===== src/rtl/vs_pkg.sv =====
// vs_pkg: shared widths and capture state encoding
package vs_pkg;
    localparam int DEF_ADDR_WIDTH = 12;
    localparam int DEF_DATA_WIDTH = 12;
    localparam logic [1:0] ST_IDLE  = 2'd0;
    localparam logic [1:0] ST_ARMED = 2'd1;
    localparam logic [1:0] ST_POST  = 2'd2;
    localparam logic [1:0] ST_DONE  = 2'd3;
    typedef enum logic [1:0] {
        IDLE  = ST_IDLE,
        ARMED = ST_ARMED,
        POST  = ST_POST,
        DONE  = ST_DONE
    } state_t;
endpackage


===== src/rtl/vs_capture_if.sv =====
// vs_capture_if: monitor sample stream in, value-storage RAM write port out
interface vs_capture_if #(
    parameter int ADDR_WIDTH = vs_pkg::DEF_ADDR_WIDTH,
    parameter int DATA_WIDTH = vs_pkg::DEF_DATA_WIDTH
);
    logic                  sample_valid;
    logic [DATA_WIDTH-1:0] sample_data;
    logic [ADDR_WIDTH-1:0] ram_waddr;
    logic [DATA_WIDTH-1:0] ram_wdata;
    logic                  ram_wen;
    modport master (
        input  sample_valid, sample_data,
        output ram_waddr, ram_wdata, ram_wen
    );
    modport slave (
        output sample_valid, sample_data,
        input  ram_waddr, ram_wdata, ram_wen
    );
endinterface


===== src/rtl/vs_trig_detect.sv =====
// vs_trig_detect: external-pending and rising level-crossing trigger qualification
module vs_trig_detect import vs_pkg::*; #(
    parameter int DATA_WIDTH = DEF_DATA_WIDTH
) (
    input  logic                  clk,
    input  logic                  reset,
    input  logic                  clr_i,
    input  logic                  en_i,
    input  logic                  sample_valid_i,
    input  logic [DATA_WIDTH-1:0] sample_data_i,
    input  logic                  trig_ext_i,
    input  logic                  trig_level_en_i,
    input  logic [DATA_WIDTH-1:0] trig_level_i,
    output logic                  trig_hit_o
);
    logic [DATA_WIDTH-1:0] prev_q, prev_d;
    logic                  prev_vld_q, prev_vld_d;
    logic                  pend_q, pend_d;
    logic                  level_hit;

    // A level hit needs a sample seen since arm; a pending external pulse waits for the next valid sample
    always_comb begin
        level_hit  = trig_level_en_i && prev_vld_q && (prev_q < trig_level_i) && (sample_data_i >= trig_level_i);
        trig_hit_o = en_i && sample_valid_i && (trig_ext_i || pend_q || level_hit);
        pend_d     = !clr_i && en_i && (pend_q || trig_ext_i) && !trig_hit_o;
        prev_vld_d = clr_i ? 1'b0 : (prev_vld_q || (en_i && sample_valid_i));
        prev_d     = (!clr_i && en_i && sample_valid_i) ? sample_data_i : prev_q;
    end

    // Trigger history registers
    always_ff @(posedge clk or posedge reset) begin
        if (reset) begin
            prev_q     <= '0;
            prev_vld_q <= 1'b0;
            pend_q     <= 1'b0;
        end else begin
            prev_q     <= prev_d;
            prev_vld_q <= prev_vld_d;
            pend_q     <= pend_d;
        end
    end
endmodule


===== src/rtl/vs_capture.sv =====
// vs_capture: circular-buffer capture into the value-storage RAM with post-trigger freeze
module vs_capture import vs_pkg::*; #(
    parameter int ADDR_WIDTH = DEF_ADDR_WIDTH,
    parameter int DATA_WIDTH = DEF_DATA_WIDTH
) (
    input  logic                  clk,
    input  logic                  reset,
    input  logic                  arm,
    input  logic                  abort,
    input  logic                  trig_ext,
    input  logic                  trig_level_en,
    input  logic [DATA_WIDTH-1:0] trig_level,
    input  logic [ADDR_WIDTH-1:0] post_count,
    vs_capture_if.master          bus,
    output logic                  busy,
    output logic                  done,
    output logic                  wrapped,
    output logic [ADDR_WIDTH-1:0] trig_addr,
    output logic [ADDR_WIDTH-1:0] end_addr
);
    state_t                state_q, state_d;
    logic [ADDR_WIDTH-1:0] wptr_q, wptr_d;
    logic [ADDR_WIDTH-1:0] post_q, post_d;
    logic [ADDR_WIDTH-1:0] cnt_q, cnt_d;
    logic [ADDR_WIDTH-1:0] waddr_q, waddr_d;
    logic [DATA_WIDTH-1:0] wdata_q, wdata_d;
    logic                  wen_q, wen_d;
    logic                  wrapped_q, wrapped_d;
    logic [ADDR_WIDTH-1:0] trig_addr_q, trig_addr_d;
    logic [ADDR_WIDTH-1:0] end_addr_q, end_addr_d;
    logic                  wr, fire, trig_hit, clr;

    vs_trig_detect #(.DATA_WIDTH(DATA_WIDTH)) u_trig (
        .clk             (clk),
        .reset           (reset),
        .clr_i           (clr),
        .en_i            (state_q == ARMED),
        .sample_valid_i  (bus.sample_valid),
        .sample_data_i   (bus.sample_data),
        .trig_ext_i      (trig_ext),
        .trig_level_en_i (trig_level_en),
        .trig_level_i    (trig_level),
        .trig_hit_o      (trig_hit)
    );

    // Next state and datapath: abort beats arm, and a sample arriving with arm or abort is dropped
    always_comb begin
        state_d     = state_q;
        wptr_d      = wptr_q;
        post_d      = post_q;
        cnt_d       = cnt_q;
        waddr_d     = waddr_q;
        wdata_d     = wdata_q;
        wen_d       = 1'b0;
        wrapped_d   = wrapped_q;
        trig_addr_d = trig_addr_q;
        end_addr_d  = end_addr_q;
        wr          = (state_q == ARMED || state_q == POST) && bus.sample_valid && !arm && !abort;
        fire        = wr && (state_q == ARMED) && trig_hit;
        if (abort) begin
            state_d = IDLE;
        end else if (arm) begin
            state_d     = ARMED;
            post_d      = post_count;
            wptr_d      = '0;
            wrapped_d   = 1'b0;
            trig_addr_d = '0;
            end_addr_d  = '0;
        end else if (wr) begin
            wen_d      = 1'b1;
            waddr_d    = wptr_q;
            wdata_d    = bus.sample_data;
            wptr_d     = wptr_q + 1'b1;
            end_addr_d = wptr_q;
            wrapped_d  = wrapped_q || (&wptr_q);
            if (fire) begin
                trig_addr_d = wptr_q;
                cnt_d       = post_q;
                state_d     = (post_q == '0) ? DONE : POST;
            end else if (state_q == POST) begin
                cnt_d   = cnt_q - 1'b1;
                state_d = (cnt_q == ADDR_WIDTH'(1)) ? DONE : POST;
            end
        end
        clr = arm || (state_q == ARMED && state_d != ARMED);
    end

    // State and datapath registers
    always_ff @(posedge clk or posedge reset) begin
        if (reset) begin
            state_q     <= IDLE;
            wptr_q      <= '0;
            post_q      <= '0;
            cnt_q       <= '0;
            waddr_q     <= '0;
            wdata_q     <= '0;
            wen_q       <= 1'b0;
            wrapped_q   <= 1'b0;
            trig_addr_q <= '0;
            end_addr_q  <= '0;
        end else begin
            state_q     <= state_d;
            wptr_q      <= wptr_d;
            post_q      <= post_d;
            cnt_q       <= cnt_d;
            waddr_q     <= waddr_d;
            wdata_q     <= wdata_d;
            wen_q       <= wen_d;
            wrapped_q   <= wrapped_d;
            trig_addr_q <= trig_addr_d;
            end_addr_q  <= end_addr_d;
        end
    end

    assign bus.ram_waddr = waddr_q;
    assign bus.ram_wdata = wdata_q;
    assign bus.ram_wen   = wen_q;
    assign busy          = (state_q == ARMED) || (state_q == POST);
    assign done          = (state_q == DONE);
    assign wrapped       = wrapped_q;
    assign trig_addr     = trig_addr_q;
    assign end_addr      = end_addr_q;
endmodule


===== src/flat_wrapper.sv =====
// flat-port wrapper written by rule: the top's interface ports become plain ports
module vs_capture_flat import vs_pkg::*;
#(
    parameter int ADDR_WIDTH = DEF_ADDR_WIDTH,
    parameter int DATA_WIDTH = DEF_DATA_WIDTH
)
  (clk, reset, arm, abort, trig_ext, trig_level_en, trig_level, post_count, busy, done, wrapped, trig_addr, end_addr, bus_sample_valid, bus_sample_data, bus_ram_waddr, bus_ram_wdata, bus_ram_wen);
  vs_capture_if #(.ADDR_WIDTH(ADDR_WIDTH), .DATA_WIDTH(DATA_WIDTH)) bus_i ();
  input  logic clk;
  input  logic reset;
  input  logic arm;
  input  logic abort;
  input  logic trig_ext;
  input  logic trig_level_en;
  input  logic [DATA_WIDTH-1:0] trig_level;
  input  logic [ADDR_WIDTH-1:0] post_count;
  output logic busy;
  output logic done;
  output logic wrapped;
  output logic [ADDR_WIDTH-1:0] trig_addr;
  output logic [ADDR_WIDTH-1:0] end_addr;
  input wire logic [$bits(bus_i.sample_valid)-1:0] bus_sample_valid;
  input wire logic [$bits(bus_i.sample_data)-1:0] bus_sample_data;
  output wire logic [$bits(bus_i.ram_waddr)-1:0] bus_ram_waddr;
  output wire logic [$bits(bus_i.ram_wdata)-1:0] bus_ram_wdata;
  output wire logic [$bits(bus_i.ram_wen)-1:0] bus_ram_wen;
  assign bus_i.sample_valid = bus_sample_valid;
  assign bus_i.sample_data = bus_sample_data;
  assign bus_ram_waddr = bus_i.ram_waddr;
  assign bus_ram_wdata = bus_i.ram_wdata;
  assign bus_ram_wen = bus_i.ram_wen;
  vs_capture #(.ADDR_WIDTH(ADDR_WIDTH), .DATA_WIDTH(DATA_WIDTH)) u_core (.clk(clk), .reset(reset), .arm(arm), .abort(abort), .trig_ext(trig_ext), .trig_level_en(trig_level_en), .trig_level(trig_level), .post_count(post_count), .bus(bus_i), .busy(busy), .done(done), .wrapped(wrapped), .trig_addr(trig_addr), .end_addr(end_addr));
endmodule

===== config.mk =====
export PLATFORM = sky130hd
export DESIGN_NAME = vs_capture_flat
export DESIGN_NICKNAME = d
export VERILOG_FILES = /design/src/rtl/vs_pkg.sv /design/src/rtl/vs_capture_if.sv /design/src/rtl/vs_trig_detect.sv /design/src/rtl/vs_capture.sv /design/src/flat_wrapper.sv
export SDC_FILE = /design/constraint.sdc
export NUM_CORES = 1
export LEC_CHECK = 0
export CAP_MARGIN = 20
export CORE_MARGIN = 4
export CORE_UTILIZATION = 40
export DETAILED_ROUTE_END_ITERATION = 10
export GPL_TIMING_DRIVEN = 0
export PLACE_DENSITY = 0.73
export SETUP_SLACK_MARGIN = 0.15
export SYNTH_ARGS = -nofsm -noshare
export SYNTH_HDL_FRONTEND = slang
export SYNTH_HIERARCHICAL = 1
export SYNTH_SLANG_ARGS = --single-unit

===== constraint.sdc =====
create_clock -name clk -period 2.8 [get_ports clk]
set_input_delay 0.56 -clock clk [delete_from_list [all_inputs] [get_ports clk]]
set_output_delay 0.56 -clock clk [all_outputs]
set_load 0.02 [all_outputs]

# [Yosys cells after proc, flatten, opt, wreduce, memory -nomap -nowiden]
# Cells that the tools add are included.
[totals] regBits=102 out_inout_bits=52 elab_cells=81
[op_classes] n_addsub=2 n_lt_le_gt_ge=2 eq_ne=5 mux=22 bitwise=2 n_reduce_logical=35
[ops] cell="12-bit two-way mux" n=9
[ops] cell="1-bit logical AND" n=15
[ops] cell="12-bit by 1-bit adder with 12-bit output, second input constant" n=1
[ops] cell="12-bit by 1-bit equality test with 1-bit output, second input constant" n=1
[ops] cell="12-bit >= comparator" n=1
[ops] cell="12-bit logical NOT" n=1
[ops] cell="12-bit < comparator" n=1
[ops] cell="12-bit AND reduction" n=1
[ops] cell="12-bit by 1-bit subtractor with 12-bit output, second input constant" n=1
[ops] cell="2-bit two-way mux" n=5
[ops] cell="1-bit two-way mux" n=8
[ops] cell="1-bit logical OR" n=6
[ops] cell="3-bit AND reduction" n=2
[ops] cell="2-bit nonzero test" n=3
[ops] cell="2-bit equality test, second input constant" n=2
[ops] cell="1-bit logical NOT" n=4
[ops] cell="2-bit AND reduction" n=2
[ops] cell="4-bit AND reduction" n=1
[ops] cell="2-bit by 1-bit equality test with 1-bit output, second input constant" n=1
[ops] cell="2-bit by 1-bit inequality test with 1-bit output, second input constant" n=1
[ops] cell="1-bit NOT" n=2

# [Logic depth before layout (Yosys ltp)]
[logic_depth] depth_word=18 ltp_mapped=16

# [Modules after synthesis]
# Netlist, hierarchy kept.
[by_module_without_submodules] mod="vs_capture" n_inst=1 cells_each=426 area_each_um2=3821.2 seq_area_each_um2=2202.1
[by_module_without_submodules] mod="vs_trig_detect" n_inst=1 cells_each=107 area_each_um2=1072.3 seq_area_each_um2=350.3

# [Worst setup path after synthesis]
# Ideal clock, no wire load.
[synth_path] kind="input to register" startpoint="input port trig_level[7]" endpoint="register u_core.u_trig.prev_q[11]" setup_ps=127 t_arrival_ps=3725 required_ps=2673 path_slack_ps=-1053 cell_stages=15 path_buffers=1 cell_sequence="inv_1 -> ha_1 -> a21o_1 -> a2111oi_2 -> o21ai_1 -> and3_1 -> o311a_1 -> and2_1 -> o21ai_2 -> a21oi_1 -> or3_1 -> o22a_1 -> nand3b_1 -> clkbuf_1 -> mux2_1"
[synth_via] elab_chain_cells=16 elab_cells_between_ends=17 cone_classes="2 x order compare; 1 x eq/ne; 4 x mux; 10 x reduce/logical"
[synth_rtl] item="start: declaration" line="flat_wrapper.sv:15" source="input logic [DATA_WIDTH-1:0] trig_level;"
[synth_rtl] item="12-bit < comparator" line="vs_trig_detect.sv:23" source="level_hit = trig_level_en_i && prev_vld_q && (prev_q < trig_level_i) && (sample_data_i >= trig_level_i);"
[synth_rtl] item="1-bit logical AND" line="vs_trig_detect.sv:23"
[synth_rtl] item="1-bit logical AND *" line="vs_trig_detect.sv:23"
[synth_rtl] item="1-bit logical OR *" line="vs_trig_detect.sv:24" source="trig_hit_o = en_i && sample_valid_i && (trig_ext_i || pend_q || level_hit);"
[synth_rtl] item="1-bit logical AND *" line="vs_trig_detect.sv:24"
[synth_rtl] item="named net u_core.trig_hit" line="vs_capture.sv:31" source="logic wr, fire, trig_hit, clr;"
[synth_rtl] item="1-bit logical AND *" line="vs_capture.sv:59" source="fire = wr && (state_q == ARMED) && trig_hit;"
[synth_rtl] item="2-bit two-way mux *" line="vs_capture.sv:76" source="if (fire) begin"
[synth_rtl] item="(+2 left out)"
[synth_rtl] item="2-bit two-way mux *" line="vs_capture.sv:60" source="if (abort) begin"
[synth_rtl] item="named net u_core.state_d[1]" line="vs_capture.sv:21" source="state_t state_q, state_d;"
[synth_rtl] item="2-bit by 1-bit inequality test with 1-bit output *" line="vs_capture.sv:85" source="clr = arm || (state_q == ARMED && state_d != ARMED);"
[synth_rtl] item="1-bit logical AND *" line="vs_capture.sv:85"
[synth_rtl] item="1-bit logical OR *" line="vs_capture.sv:85"
[synth_rtl] item="named net u_core.clr" line="vs_capture.sv:31"
[synth_rtl] item="1-bit logical NOT *" line="vs_trig_detect.sv:27" source="prev_d = (!clr_i && en_i && sample_valid_i) ? sample_data_i : prev_q;"
[synth_rtl] item="1-bit logical AND * (2 in a row)" line="vs_trig_detect.sv:27"
[synth_rtl] item="end signal: assignment" line="vs_trig_detect.sv:37" source="prev_q <= prev_d;"
[synth_rtl] item="end: declaration" line="vs_trig_detect.sv:16" source="logic [DATA_WIDTH-1:0] prev_q, prev_d;"
# The timed path passes the listed nets; every way through them passes the cells marked *.
# A chain may end at the register's enable or synchronous reset.

# [Worst setup path after layout]
[layout_path] startpoint="input port trig_level[7]" endpoint="register u_core.u_trig.prev_q[8]"
[layout_via] elab_chain_cells=16 elab_cells_between_ends=17 cone_classes="2 x order compare; 1 x eq/ne; 4 x mux; 10 x reduce/logical"
[layout_rtl] item="12-bit < comparator" line="vs_trig_detect.sv:23"
[layout_rtl] item="1-bit logical AND" line="vs_trig_detect.sv:23"
[layout_rtl] item="1-bit logical AND *" line="vs_trig_detect.sv:23"
[layout_rtl] item="1-bit logical OR *" line="vs_trig_detect.sv:24"
[layout_rtl] item="1-bit logical AND *" line="vs_trig_detect.sv:24"
[layout_rtl] item="named net u_core.trig_hit" line="vs_capture.sv:31"
[layout_rtl] item="1-bit logical AND *" line="vs_capture.sv:59"
[layout_rtl] item="2-bit two-way mux *" line="vs_capture.sv:76"
[layout_rtl] item="2-bit two-way mux *" line="vs_capture.sv:69" source="end else if (wr) begin"
[layout_rtl] item="2-bit two-way mux *" line="vs_capture.sv:62" source="end else if (arm) begin"
[layout_rtl] item="2-bit two-way mux *" line="vs_capture.sv:60"
[layout_rtl] item="2-bit by 1-bit inequality test with 1-bit output *" line="vs_capture.sv:85"
[layout_rtl] item="1-bit logical AND *" line="vs_capture.sv:85"
[layout_rtl] item="1-bit logical OR *" line="vs_capture.sv:85"
[layout_rtl] item="named net u_core.clr" line="vs_capture.sv:31"
[layout_rtl] item="1-bit logical NOT *" line="vs_trig_detect.sv:27"
[layout_rtl] item="1-bit logical AND * (2 in a row)" line="vs_trig_detect.sv:27"
# Marked as above.

==> summary.txt <==
Status
  – Status: finished with violations
  – Violated checks: setup timing

CTS
  – CTS max path bufs: 2
  – CTS buffer count: 9
  – Clock H-tree levels: 3
  – Clk root buf: clkbuf_16
  – Worst-Skew Late Latency: 0.34 ns
  – Clk sink count: 102
  – CTS tree: yes
  – Clk slew on worst S/H paths: 0.07 ns

Finish
  – Synth-to-layout area growth: 37.2%
  – Most frequent cells in the layout: nand2_1, dfrtp_1, clkdlybuf4s50_1, o21ai_0
  – Final nets: 727
  – Post-layout instance area: 6720 µm²
  – Commonest non-fill, non-tap cell in the layout: nand2_1
  – Ant. Diodes: 0
  – Share of layout cells above drive strength 1: 15.9%

Critical path
  – Kind of critical path: input port to register
  – Setup crit end kind: register
  – Worst setup SP type: input port
  – WP data arrival: 3.87 ns
  – Critical Path RT: 3.03 ns
  – Worst-path fanout max: 10

Floorplanning
  – Die Area: 14,100 µm²
  – Core Region: 12,000 µm²
  – Cell Rows: 40
  – Starting Density: 40.7%
  – IO Pins: 95
  – Die X: 119 µm
  – Die height: 119 µm

Drt
  – Total Wirelength: 13,200 µm
  – DR WL met3: 616 µm
  – Starting DRT DRC Count: 284
  – Post-DRT Antenna Nets: 0
  – Via count: 4,288
  – Avg Vias per Cell: 5.31
  – WL met2: 6460 µm
  – # DRC: 0
  – DRT Pass-1 Iters: 5
  – Metal-1 WL: 5900 µm
  – Highest routed layer: met4
  – Routed WL per cell: 16.4 µm

Synthesis
  – Complex-gate fraction of the synthesized area: 11.2%
  – Register area share after synthesis: 52.2%
  – Post-synthesis mux area share: 2.94%
  – Adder-Cell Fraction of Synth Area: 7.41%
  – Synth Area in XOR/XNOR: 0.537%
  – Async set-reset flop share out of synthesis: 100%
  – Syn. warnings: 6
  – Yosys top cell by area: dfrtp_1
  – Yosys top cell area share: 52.2%
  – Post-synth EDFFs: 0
  – Post-Syn Instances: 533
  – Primary FF master, synth: dfrtp_1
  – Largest cells by area after synthesis: dfrtp_1, nand2_1, ha_1
  – Avg Inst Size Synth: 9.18 µm²
  – Post-Synth Simple-Gate Area: 22.3%
  – Main combinational cell family by area after synthesis: simple AND/OR/NAND/NOR gates
  – Mapped Area: 4890 µm²
  – Flops & latches, synth: 102
  – Post-Syn Nets: 605
  – Distinct cell type count after synthesis: 50

Global routing
  – GR Overflow Total: 0
  – Vias in the first global route: 4,427
  – GR Util All Layers: 19.0%
  – First-pass GRT wire length: 21,900 µm
  – Initial antenna violation count: 0
  – Largest net degree at the start of global routing: 35

Timing
  – Setup violators final: 26
  – Slew Limit Fails: 0
  – Post-route minimum period: 3.65 ns
  – Slew margin rel.: 46.1%
  – RSZ-0062 raised after global routing: yes
  – FMAX: 274 MHz
  – TNS Setup: -10.70 ns
  – Clk_skew: 0.00749 ns
  – Final Hold Viols: 0
  – Period utilisation layout: 130%
  – Worst slew pin tran: 0.807 ns
  – Post-layout worst setup margin: -0.846 ns

Flow run
  – Max Cap Viol: 0

Hold path
  – Hold crit path type: input port to register

Placement
  – Post-DP Area: 6160 µm²
  – IO buf count: 94
  – HPWL after detailed placement: 9560 µm
  – GPL Wtd Cong: 0.874

Power
  – Peak supply drop: 274 µV
  – Pwr Density: 561 nW/µm²
  – Pleak: 0.00315 µW
## path summary, 6_finish.rpt
kind,cells after the start,startpoint,endpoint,slack (ns)
setup / recovery,16,trig_level[7],u_core/u_trig/prev_q[8],-0.85
hold / removal,3,bus_sample_data[9],u_core/bus.ram_wdata[9],0.48
setup reg to reg,14,u_core/state_q[1],u_core/u_trig/prev_q[8],-0.69
hold reg to reg,2,u_core/u_trig/prev_q[0],u_core/u_trig/prev_q[0],0.48
max in group asynchronous,4,reset,u_core/cnt_q[9],1.23
min in group asynchronous,2,reset,u_core/u_trig/prev_q[3],0.65
## cells by family (layout without fill, tap and decap cells)
kind of cell / after synthesis / count (layout)
AOI/OAI and AO/OA: 91 / 91
DFF: 102 / 102
xor gates and xnor gates: 3 / 3
muxes: 13 / 13
and+or+nand+nor: 254 / 254
buffers and inverters: 41 / 168
adders and majority gates: 29 / 29
## repair_timing
action / 4_1_cts / 5_1_grt
setup buffers: 10 / 3
hold buffers: 0 / 0
endpoints found under the setup margin: 40 / 38
pin swaps: 17 / 11
gates resized for setup: 76 / 23
cloned: 1 / 1
## sequential cells by signal, indices dropped and copies added, names as in the netlist, 2 cells and up
name,cells
u_core/state_q,2
u_core/u_trig/prev_q,12
u_core/cnt_q,12
u_core/wptr_q,12
u_core/trig_addr,12
u_core/bus.ram_wdata,12
u_core/bus.ram_waddr,12
u_core/end_addr,12
u_core/post_q,12
## cell usage after synthesis, drive strengths merged, types with 2 or more instances
cell,n
clkbuf,9
a22oi,3
a2111oi,3
nand3,17
dfrtp,102
o31a,2
o21ai,41
nor3,2
inv,21
nor2,24
a21o,3
buf,11
a32oi,2
nand2b,16
mux2,11
o22ai,2
nor4,5
and3,3
ha,29
nand2,171
o22a,2
nand4,8
xor2,3
a21oi,23
mux2i,2
## where the power goes
part | internal [µW] | switching, µW | total (µW)
clock | 628 | 551 | 1180
sequential | 1630 | 128 | 1760
combinational | 393 | 436 | 829
total | 2650 | 1110 | 3770
## stage by stage
stage	util (%)	hold WS (ns)	setup WS, ns	power (µW)	instances
final	55.9	0.476	-0.846	3770	807
after floorplan	-	0.441	-0.918	2220	533
after global placement	51.0	0.457	-2.00	2500	774
after detailed placement	51.3	0.463	-2.08	2550	776
after global routing	55.9	0.475	-0.920	3970	807
after CTS	55.1	0.476	-0.827	3770	803
## final cells by class
| type | instances | area, µm² |
|---|---|---|
| inverters | 21 | 100 |
| plain buffers | 20 | 109 |
| clock buffers | 11 | 243 |
| repair buffers | 111 | 1070 |
| clock inverters | 5 | 33.8 |
| well taps | 147 | 184 |
| multi-input cells | 390 | 2420 |
| flip-flops and latches | 102 | 2550 |
| fillers | 1076 | 5300 |
## per-layer routing
metal	vias up	track usage, %
met3	16	3.44
met2	121	30.8
met4	0	5.94
met1	2105	25.9
li1	2046	-
met5	-	0
## worst max-delay path, cell delays in order
cell and delay (ns):
buf_6 0.10, inv_4 0.05, ha_4 0.19, a21o_1 0.18, a2111oi_4 0.34, o21ai_1 0.13, and3_1 0.18, o311a_4 0.38
nand2_4 0.14, nand2_1 0.11, nor4bb_1 0.33, a31oi_1 0.16, o22a_1 0.26, nand3b_1 0.25, clkbuf_8 0.23, mux2_4 0.30
(Power assumes the default switching activity.)
